**src/rtl/mem_arbiter_pkg.sv**
```systemverilog
// Shared bus encodings, arbiter state, owner ids and tag-table entry type
// for the IF/MEM memory arbiter.
package mem_arbiter_pkg;

  typedef enum logic [1:0] {
    BUS_NONE  = 2'b00,
    BUS_LOAD  = 2'b01,
    BUS_STORE = 2'b10
  } bus_cmd_e;

  typedef enum logic {
    PRI_DM = 1'b0,
    PRI_IM = 1'b1
  } arb_state_e;

  typedef enum logic {
    OWN_IM = 1'b0,
    OWN_DM = 1'b1
  } owner_e;

  localparam int TAG_W    = 4;
  localparam int NUM_TAGS = 16;

  typedef struct packed {
    logic   valid;
    owner_e owner;
  } tag_entry_t;

  function automatic logic is_load(input logic [1:0] cmd);
    return cmd == BUS_LOAD;
  endfunction

endpackage

```
**src/rtl/mem_arb_tag_table.sv**
```systemverilog
// Outstanding-load tracker: tag -> owner table, per-owner in-flight counts,
// zero-latency response steering and sticky unknown-tag error.
module mem_arb_tag_table
  import mem_arbiter_pkg::*;
#(
  parameter int MAX_OUTSTANDING = 8
) (
  input  logic             clk_i,
  input  logic             rst_ni,
  input  logic             alloc_i,
  input  owner_e           alloc_owner_i,
  input  logic [TAG_W-1:0] alloc_tag_i,
  input  logic [TAG_W-1:0] ret_tag_i,
  input  logic [31:0]      ret_data_i,
  output logic             im_full_o,
  output logic             dm_full_o,
  output logic             im_rsp_valid_o,
  output logic [31:0]      im_rsp_data_o,
  output logic             dm_rsp_valid_o,
  output logic [31:0]      dm_rsp_data_o,
  output logic             tag_err_o
);

  localparam int CNT_W = $clog2(MAX_OUTSTANDING + 1);

  tag_entry_t [NUM_TAGS-1:0] tbl_q, tbl_d;
  logic [CNT_W-1:0] im_cnt_q, im_cnt_d;
  logic [CNT_W-1:0] dm_cnt_q, dm_cnt_d;
  logic tag_err_q, tag_err_d;

  logic ret_any, hit, im_ret, dm_ret;
  logic im_alloc, dm_alloc;

  assign ret_any  = ret_tag_i != '0;
  assign hit      = ret_any && tbl_q[ret_tag_i].valid;
  assign im_ret   = hit && (tbl_q[ret_tag_i].owner == OWN_IM);
  assign dm_ret   = hit && (tbl_q[ret_tag_i].owner == OWN_DM);
  assign im_alloc = alloc_i && (alloc_owner_i == OWN_IM);
  assign dm_alloc = alloc_i && (alloc_owner_i == OWN_DM);

  // Return is applied before allocation so a recycled tag ends up owned
  // by the new requester.
  always_comb begin
    tbl_d     = tbl_q;
    tag_err_d = tag_err_q;
    if (ret_any && !hit) tag_err_d = 1'b1;
    if (hit) tbl_d[ret_tag_i] = '0;
    if (alloc_i) begin
      tbl_d[alloc_tag_i].valid = 1'b1;
      tbl_d[alloc_tag_i].owner = alloc_owner_i;
    end
    im_cnt_d = im_cnt_q + CNT_W'(im_alloc) - CNT_W'(im_ret);
    dm_cnt_d = dm_cnt_q + CNT_W'(dm_alloc) - CNT_W'(dm_ret);
  end

  always_ff @(posedge clk_i or negedge rst_ni) begin
    if (!rst_ni) begin
      tbl_q     <= '0;
      im_cnt_q  <= '0;
      dm_cnt_q  <= '0;
      tag_err_q <= 1'b0;
    end else begin
      tbl_q     <= tbl_d;
      im_cnt_q  <= im_cnt_d;
      dm_cnt_q  <= dm_cnt_d;
      tag_err_q <= tag_err_d;
    end
  end

  assign im_full_o = im_cnt_q >= CNT_W'(MAX_OUTSTANDING);
  assign dm_full_o = dm_cnt_q >= CNT_W'(MAX_OUTSTANDING);

  assign im_rsp_valid_o = rst_ni && im_ret;
  assign dm_rsp_valid_o = rst_ni && dm_ret;
  assign im_rsp_data_o  = im_rsp_valid_o ? ret_data_i : '0;
  assign dm_rsp_data_o  = dm_rsp_valid_o ? ret_data_i : '0;
  assign tag_err_o      = tag_err_q;

endmodule

```
**src/rtl/mem_arbiter.sv**
```systemverilog
// Two-requester (IF/MEM) arbiter onto a single tagged memory port with
// DM-first priority and an IM anti-starvation override.
module mem_arbiter
  import mem_arbiter_pkg::*;
#(
  parameter int STARVE_LIMIT    = 4,
  parameter int MAX_OUTSTANDING = 8
) (
  input  logic        clk,
  input  logic        rst,
  input  logic [1:0]  im_command,
  input  logic [31:0] im_addr,
  output logic        im_gnt,
  output logic        im_rsp_valid,
  output logic [31:0] im_rsp_data,
  input  logic [1:0]  dm_command,
  input  logic [31:0] dm_addr,
  input  logic [31:0] dm_wdata,
  output logic        dm_gnt,
  output logic        dm_rsp_valid,
  output logic [31:0] dm_rsp_data,
  output logic [1:0]  proc2mem_command,
  output logic [31:0] proc2mem_addr,
  output logic [31:0] proc2mem_data,
  input  logic [3:0]  mem2proc_response,
  input  logic [31:0] mem2proc_data,
  input  logic [3:0]  mem2proc_tag,
  output logic        tag_err
);

  localparam int SW = $clog2(STARVE_LIMIT + 1);

  arb_state_e    state_q;
  logic [SW-1:0] starve_q, starve_d;

  logic im_full, dm_full;
  logic im_elig, dm_elig;
  logic win_im, win_dm;
  logic accept, hold;
  logic alloc;
  owner_e alloc_owner;

  assign im_elig = (im_command != BUS_NONE) &&
                   !(is_load(im_command) && im_full);
  assign dm_elig = (dm_command != BUS_NONE) &&
                   !(is_load(dm_command) && dm_full);

  assign win_im = im_elig && (state_q == PRI_IM || !dm_elig);
  assign win_dm = dm_elig && !win_im;

  assign accept = mem2proc_response != '0;
  assign im_gnt = rst && win_im && accept;
  assign dm_gnt = rst && win_dm && accept;

  // A rejected winner freezes the FSM; only the starve count moves.
  assign hold = (win_im || win_dm) && !accept;

  always_comb begin
    proc2mem_command = BUS_NONE;
    proc2mem_addr    = '0;
    proc2mem_data    = '0;
    unique case (1'b1)
      rst && win_im: begin
        proc2mem_command = im_command;
        proc2mem_addr    = im_addr;
      end
      rst && win_dm: begin
        proc2mem_command = dm_command;
        proc2mem_addr    = dm_addr;
        proc2mem_data    = dm_wdata;
      end
      default: ;
    endcase
  end

  always_comb begin
    starve_d = '0;
    if (im_elig && !im_gnt)
      starve_d = (starve_q == SW'(STARVE_LIMIT)) ? starve_q : starve_q + 1'b1;
  end

  always_ff @(posedge clk or negedge rst) begin
    if (!rst) begin
      state_q  <= PRI_DM;
      starve_q <= '0;
    end else begin
      starve_q <= starve_d;
      if (!hold) begin
        unique case (state_q)
          PRI_DM: if (starve_d >= SW'(STARVE_LIMIT)) state_q <= PRI_IM;
          PRI_IM: if (im_gnt || !im_elig) state_q <= PRI_DM;
          default: state_q <= PRI_DM;
        endcase
      end
    end
  end

  assign alloc = (im_gnt && is_load(im_command)) ||
                 (dm_gnt && is_load(dm_command));
  assign alloc_owner = dm_gnt ? OWN_DM : OWN_IM;

  mem_arb_tag_table #(
    .MAX_OUTSTANDING(MAX_OUTSTANDING)
  ) u_tag_table (
    .clk_i          (clk),
    .rst_ni         (rst),
    .alloc_i        (alloc),
    .alloc_owner_i  (alloc_owner),
    .alloc_tag_i    (mem2proc_response),
    .ret_tag_i      (mem2proc_tag),
    .ret_data_i     (mem2proc_data),
    .im_full_o      (im_full),
    .dm_full_o      (dm_full),
    .im_rsp_valid_o (im_rsp_valid),
    .im_rsp_data_o  (im_rsp_data),
    .dm_rsp_valid_o (dm_rsp_valid),
    .dm_rsp_data_o  (dm_rsp_data),
    .tag_err_o      (tag_err)
  );

endmodule

```
**config.mk**
```make
export PLATFORM = sky130hd
export DESIGN_NAME = mem_arbiter
export DESIGN_NICKNAME = d
export VERILOG_FILES = /design/src/rtl/mem_arbiter_pkg.sv /design/src/rtl/mem_arb_tag_table.sv /design/src/rtl/mem_arbiter.sv
export SDC_FILE = /design/constraint.sdc
export NUM_CORES = 1
export LEC_CHECK = 0
export CORE_AREA = 8 8 102 104
export DETAILED_ROUTE_END_ITERATION = 8
export DIE_AREA = 0 0 110 112
export DONT_BUFFER_PORTS = 1
export PLACE_DENSITY = 0.54
export SYNTH_ARGS = -nofsm -noshare
export SYNTH_HDL_FRONTEND = slang
export SYNTH_SLANG_ARGS = --single-unit
export TNS_END_PERCENT = 5
```
**constraint.sdc**
```tcl
create_clock -name clk -period 3.42 [get_ports clk]
set_input_delay 0.342 -clock clk [delete_from_list [all_inputs] [get_ports clk]]
set_output_delay 0.342 -clock clk [all_outputs]
set_load 0.01 [all_outputs]
```
Word level (Yosys, flattened, before mapping)

Cells that the tools add are included.

Word-level logic and storage cells: 120
Bits in registers: 45
Bits of input ports: 142

Bitwise logic cells: 5
Reduce and logical (&&, ||, !) cells: 40
Magnitude comparators: 7
Equality and inequality tests: 3
Multiplexer cells: 23
Add/subtract/negate cells: 5

Operators with widths:

| operator                                                          | number |
|---|---|
| 2-to-1 mux 32 bit                                                 | 5 |
| bitwise mux 32 bit                                                | 2 |
| one-hot mux 32 bit (2 select lines)                               | 1 |
| AND 32 bit                                                        | 1 |
| NOT 32 bit                                                        | 1 |
| demux 2 bit (select 4 bit)                                        | 3 |
| logical AND 1 bit                                                 | 24 |
| less-than comparator 4 x 5 -> 1 bit, second input constant        | 2 |
| adder 4 x 1 -> 4 bit                                              | 2 |
| binary-select mux 2 bit (select 4 bit)                            | 1 |
| greater-or-equal comparator 4 x 1 -> 1 bit, second input constant | 2 |
| greater-or-equal comparator 4 bit, second input constant          | 2 |
| zero test 1 bit                                                   | 8 |
| nonzero test 4 bit                                                | 2 |
| subtractor 4 x 1 -> 4 bit                                         | 2 |
| 2-to-1 mux 2 bit                                                  | 3 |
| 2-to-1 mux 3 bit                                                  | 2 |
| == test 2 x 1 -> 1 bit, second input constant                     | 2 |
| logical OR 1 bit                                                  | 4 |
| 2-to-1 mux 1 bit                                                  | 4 |
| one-hot mux 2 bit (2 select lines)                                | 1 |
| nonzero test 2 bit                                                | 2 |
| adder 3 x 1 -> 3 bit, second input constant                       | 1 |
| == test 3 bit, second input constant                              | 1 |
| 3 further kinds                                                   | 5 |

Logic depth before layout (Yosys ltp)

Depth in word-level cells: 16
Mapped depth: 14
Gate-level depth less buffers: 11

Modules after synthesis

Synthesis repeated with hierarchy kept, for this count alone.

Cells, all modules: 442
Area, all modules: 3882.5 µm²

By module, submodules not included:

| module            | seq. area each (µm²) | instances | cells each | area each (µm²) |
|---|---|---|---|---|
| mem_arb_tag_table | 1026.0               | 1         | 326        | 2947.8 |
| mem_arbiter       | 100.1                | 1         | 116        | 934.6 |

Worst setup path after synthesis

OpenSTA, ideal clock, no wires.

Path type: input-to-reg
Start: in mem2proc_tag[0]
End: reg u_tag_table.im_cnt_q[2]
Path buffers: 3
Cell stages on the path: 14
Arrival: 2.681 ns
Setup slack: 0.616 ns
Cell sequence: buf_6 -> buf_6 -> mux4_2 -> mux2i_1 -> nand2_1 -> o21a_1 -> clkbuf_1 -> nor2_1 -> ha_1 -> inv_1 -> ha_1 -> inv_1 -> fa_1 -> xnor2_1

Word-level cells in the longest chain between the ends: 5

RTL lines:

| what                                           | RTL line                                         | source |
|---|---|---|
| from (decl)                                    | mem_arbiter.sv:27                                | `input logic [3:0] mem2proc_tag,` |
| binary-select mux 2 bit (select 4 bit)         | mem_arb_tag_table.sv:35, mem_arb_tag_table.sv:36 |  |
| 2-to-1 mux 2 bit (implied by the code)         | mem_arb_tag_table.sv:36                          | `assign im_ret = hit && (tbl_q[ret_tag_i].owner == OWN_IM);` |
| logical AND 1 bit or NOT 1 bit (tied branches) | mem_arb_tag_table.sv:35, mem_arb_tag_table.sv:36 |  |
| logical AND 1 bit *                            | mem_arb_tag_table.sv:36                          |  |
| subtractor 4 x 1 -> 4 bit *                    | mem_arb_tag_table.sv:52                          | `im_cnt_d = im_cnt_q + CNT_W'(im_alloc) - CNT_W'(im_ret);` |
| net u_tag_table.im_cnt_d[2]                    | mem_arb_tag_table.sv:27                          | `logic [CNT_W-1:0] im_cnt_q, im_cnt_d;` |
| to (signal assigned)                           | mem_arb_tag_table.sv:64                          | `im_cnt_q <= im_cnt_d;` |
| to (decl)                                      | mem_arb_tag_table.sv:27                          |  |

Mark *: on every way through the listed nets, which the timed path passes. The rest lies on a longest branch. The select of a mux whose other input is x is not followed.
A chain may end at the register's enable or synchronous reset.

Worst setup path in the final report

Start: reg u_tag_table.im_cnt_q[2]
End: out proc2mem_addr[26]

Word-level cells in the longest chain between the ends: 9

RTL lines:

| what                                  | RTL line                | source |
|---|---|---|
| greater-or-equal comparator 4 bit *   | mem_arb_tag_table.sv:70 | `assign im_full_o = im_cnt_q >= CNT_W'(MAX_OUTSTANDING);` |
| logical AND 1 bit *                   | mem_arbiter.sv:44       | `!(is_load(im_command) && im_full);` |
| zero test 1 bit *                     | mem_arbiter.sv:44       |  |
| logical AND 1 bit *                   | mem_arbiter.sv:43       | `assign im_elig = (im_command != BUS_NONE) &&` |
| logical AND 1 bit *                   | mem_arbiter.sv:48       | `assign win_im = im_elig && (state_q == PRI_IM \|\| !dm_elig);` |
| zero test 1 bit                       | mem_arbiter.sv:49       | `assign win_dm = dm_elig && !win_im;` |
| logical AND 1 bit                     | mem_arbiter.sv:49       |  |
| logical AND 1 bit                     | mem_arbiter.sv:67       | `rst && win_dm: begin` |
| one-hot mux 32 bit (2 select lines) * | mem_arbiter.sv:62       | `unique case (1'b1)` |
| to (decl)                             | mem_arbiter.sv:23       | `output logic [31:0] proc2mem_addr,` |

Every way passes the cells marked *; elsewhere a longest branch is shown, timed or not.

==> results by group <==
Die
  • Die Wd: 110 um
  • Die height: 112 um
  • Core box area: 0.00889 mm2
  • Initial Utilization: 42.4%
  • Die area: 0.0123 mm2
  • Top Ports: 277
  • FP Rows: 35

Synth
  • Async S/R FF share, synth: 100%
  • Most common cell in the netlist: and3_1
  • Synth area leader: dfrtp_1
  • Post-synth EDFFs: 0
  • Avg Cell Area, Syn: 8.76 um2
  • Sequential area share after synthesis: 29.9%
  • Syn Inst Count: 430
  • Distinct cells, synth: 48
  • Yosys reg bits: 45
  • Area contributors post-synth: dfrtp_1 30%, and3_1 16%, a22o_1 8.1%, mux4_2 4.8%, mux2i_1 4.2%
  • Main synth FF type: dfrtp_1
  • Synthesized cell area: 0.00377 mm2
  • Yosys top cell area share: 29.9%
  • Net Count, Synth: 586
  • Top cell types by occurrence after synthesis: 97 x and3_1, 45 x dfrtp_1, 42 x nand2_1
  • YS warnings: 0

Detailed routing
  • DR vias: 3,404
  • DRT iter0 DRCs: 414
  • Post-route ant nets: 0
  • Routed len/inst: 31.0 um
  • Final wirelength: 16,300 um
  • First drt pass iteration count: 5
  • # DRC: 0
  • Vias/cell: 6.47

STA
  • Slew @ Worst Pin: 1.30 ns
  • Fin. max-slew vios: 0
  • Rel. slew slack: 13.5%
  • WHS: 0.187 ns
  • Unrepaired setup endpoints after global routing: no
  • F_max: 311 MHz
  • Final Hold Violating Endpoints: 0
  • Fin crit period: 3.22 ns
  • Setup violators final: 0
  • Total negative slack: 0 ns
  • Final period utilization: 94.1%
  • Clock Skew: 0.0106 ns
  • Setup ws final: 0.201 ns

Placement
  • Place WS: 0.570 ns
  • I/O Buffers: 0
  • Area post-placement: 0.00377 mm2
  • DP HPWL: 13,500 um
  • Final GP Congestion: 0.886

Status
  • Run status: finished, final reports clean

CTS
  • Clock Latency Late Sink: 0.29 ns
  • Setup bufs post-CTS: 0
  • Hold Buf Count CTS: 2
  • CTS sink count: 45
  • Maximum buffer depth of the clock tree: 2
  • CTS Buf Count: 5
  • H-tree depth: 2
  • Root Buffer: clkbuf_8
  • Clock slew at reported path FFs: 0.09 ns
  • CTS tree: built
  • CTS resizes: 0

Cells and area
  • Post-route cell area: 0.00392 mm2
  • Layout cells sized above 1: 9.71%
  • Final nets: 567
  • Area grow syn2layout: 3.92%
  • Filler Cell Count: 870
  • Reg area: 0.00113 mm2
  • Multi-input logic area: 0.00232 mm2

Worst setup path
  • WP data arrival: 2.88 ns
  • Worst setup SP type: register
  • CP endpoint kind: output port
  • Worst Path Required: 3.08 ns
  • Worst Setup Path Type: reg2out
  • CP max FO: 34
  • Reg2Reg Depth: 10

Global route
  • Vias in the first global route: 3,371
  • Pin count of the biggest net entering global routing: 67
  • Total grt overflow: 0
  • Global-route wire length before repair: 23,300 um
  • Initial antenna violation count: 7
  • GRT Resource Usage Total: 25.6%

Pwr
  • Leakage power: 0.00216 uW
  • Total power: 2070 uW
  • PwrDens: 528 mW/mm2
  • Worst vdd rail ir drop: 252 uV

Worst hold path
  • Hold Crit Class: in2reg
  • Hold Crit Depth: 2

Flow run
  • Max-cap viol count: 0
## routing by layer
metal	track usage (%)	share of wire [%]	up-vias
li1	-	-	1525
met1	27.8	35	1586
met2	40.9	48	252
met3	13.3	15	33
met4	9.55	2.3	8
met5	0	0.32	-
## through the flow
stage / utilization (%) / cells
final: 44.1 / 526
after global routing: 44.1 / 526
after CTS: 44.0 / 523
after detailed placement: 42.4 / 513
after global placement: 42.4 / 513
after floorplan: - / 430
## cell type report
cell class              count  area share [%]
diodes                      3           0.192
clock buffers               7            2.46
clock inverters             1           0.128
inverters                  24            2.30
multi-input cells         321            59.4
flip-flops and latches     45            28.8
well taps                 111            3.55
repair buffers             14            3.26
## cells in the final DEF, fill, tap and decap left out, types with 2 or more instances in the layout
master	count
and3_1	97
dfrtp_1	45
nand2_1	42
a22o_1	35
inv_1	22
nand4_1	20
mux2i_1	16
nor2_1	14
ha_1	12
buf_4	12
nand3_1	10
mux4_2	8
nor2b_1	7
clkbuf_8	7
o21ai_0	6
and2_1	5
xnor2_1	4
nor3_1	4
diode_2	3
nand2b_1	3
o21ai_1	2
nor3b_1	2
nor2b_2	2
inv_2	2
or3_1	2
o21ai_2	2
a21boi_0	2
a31o_1	2
a21bo_1	2
a21o_1	2
a21oi_1	2
fa_1	2
## power by group
part / internal (uW) / leakage [uW] / switching (uW) / total [uW]
Clock: 183 / 0.0000543 / 176 / 359
Sequential: 666 / 0.000590 / 89.2 / 755
Combinational: 391 / 0.00151 / 561 / 953
## cells by family after synthesis
| kind of cell | after synthesis | synth area share [%] |
|---|---|---|
| simple gates | 213 | 31.5 |
| buf+inv | 64 | 8.50 |
| compound gates | 63 | 13.9 |
| flops | 45 | 29.9 |
| mux | 26 | 9.93 |
| fa+ha+maj | 14 | 5.05 |
| xor+xnor | 5 | 1.16 |
## path summary, 6_finish.rpt
check / startpoint / to / slack, ns
setup / recovery: u_tag_table.im_cnt_q[2]$_DFF_PN0_ / proc2mem_addr[26] / 0.20
hold / removal: mem2proc_tag[1] / u_tag_table.tbl_q[25]$_DFF_PN0_ / 0.19
setup reg to reg: u_tag_table.dm_cnt_q[2]$_DFF_PN0_ / u_tag_table.dm_cnt_q[2]$_DFF_PN0_ / 0.76
hold reg to reg: u_tag_table.tbl_q[1]$_DFF_PN0_ / u_tag_table.tbl_q[1]$_DFF_PN0_ / 0.38
max in group asynchronous: rst / u_tag_table.im_cnt_q[2]$_DFF_PN0_ / 2.66
min in group asynchronous: rst / u_tag_table.tbl_q[25]$_DFF_PN0_ / 0.55
## critical path, cell delays in order (launching register included)
cell and delay, ns:
dfrtp_1 0.37, inv_1 0.07, ha_1 0.16, nor4b_1 0.26, a211oi_1 0.14, nor2_1 0.15
and2_1 1.01, a22o_1 0.29, buf_4 0.13
## flip-flops by register name, indices dropped and copies added, names as in the netlist
signal	flops
u_tag_table.tag_err_o	1
u_tag_table.dm_cnt_q	4
starve_q	3
state_q	1
u_tag_table.tbl_q	32
u_tag_table.im_cnt_q	4
Power figures use the tool's default switching activity.
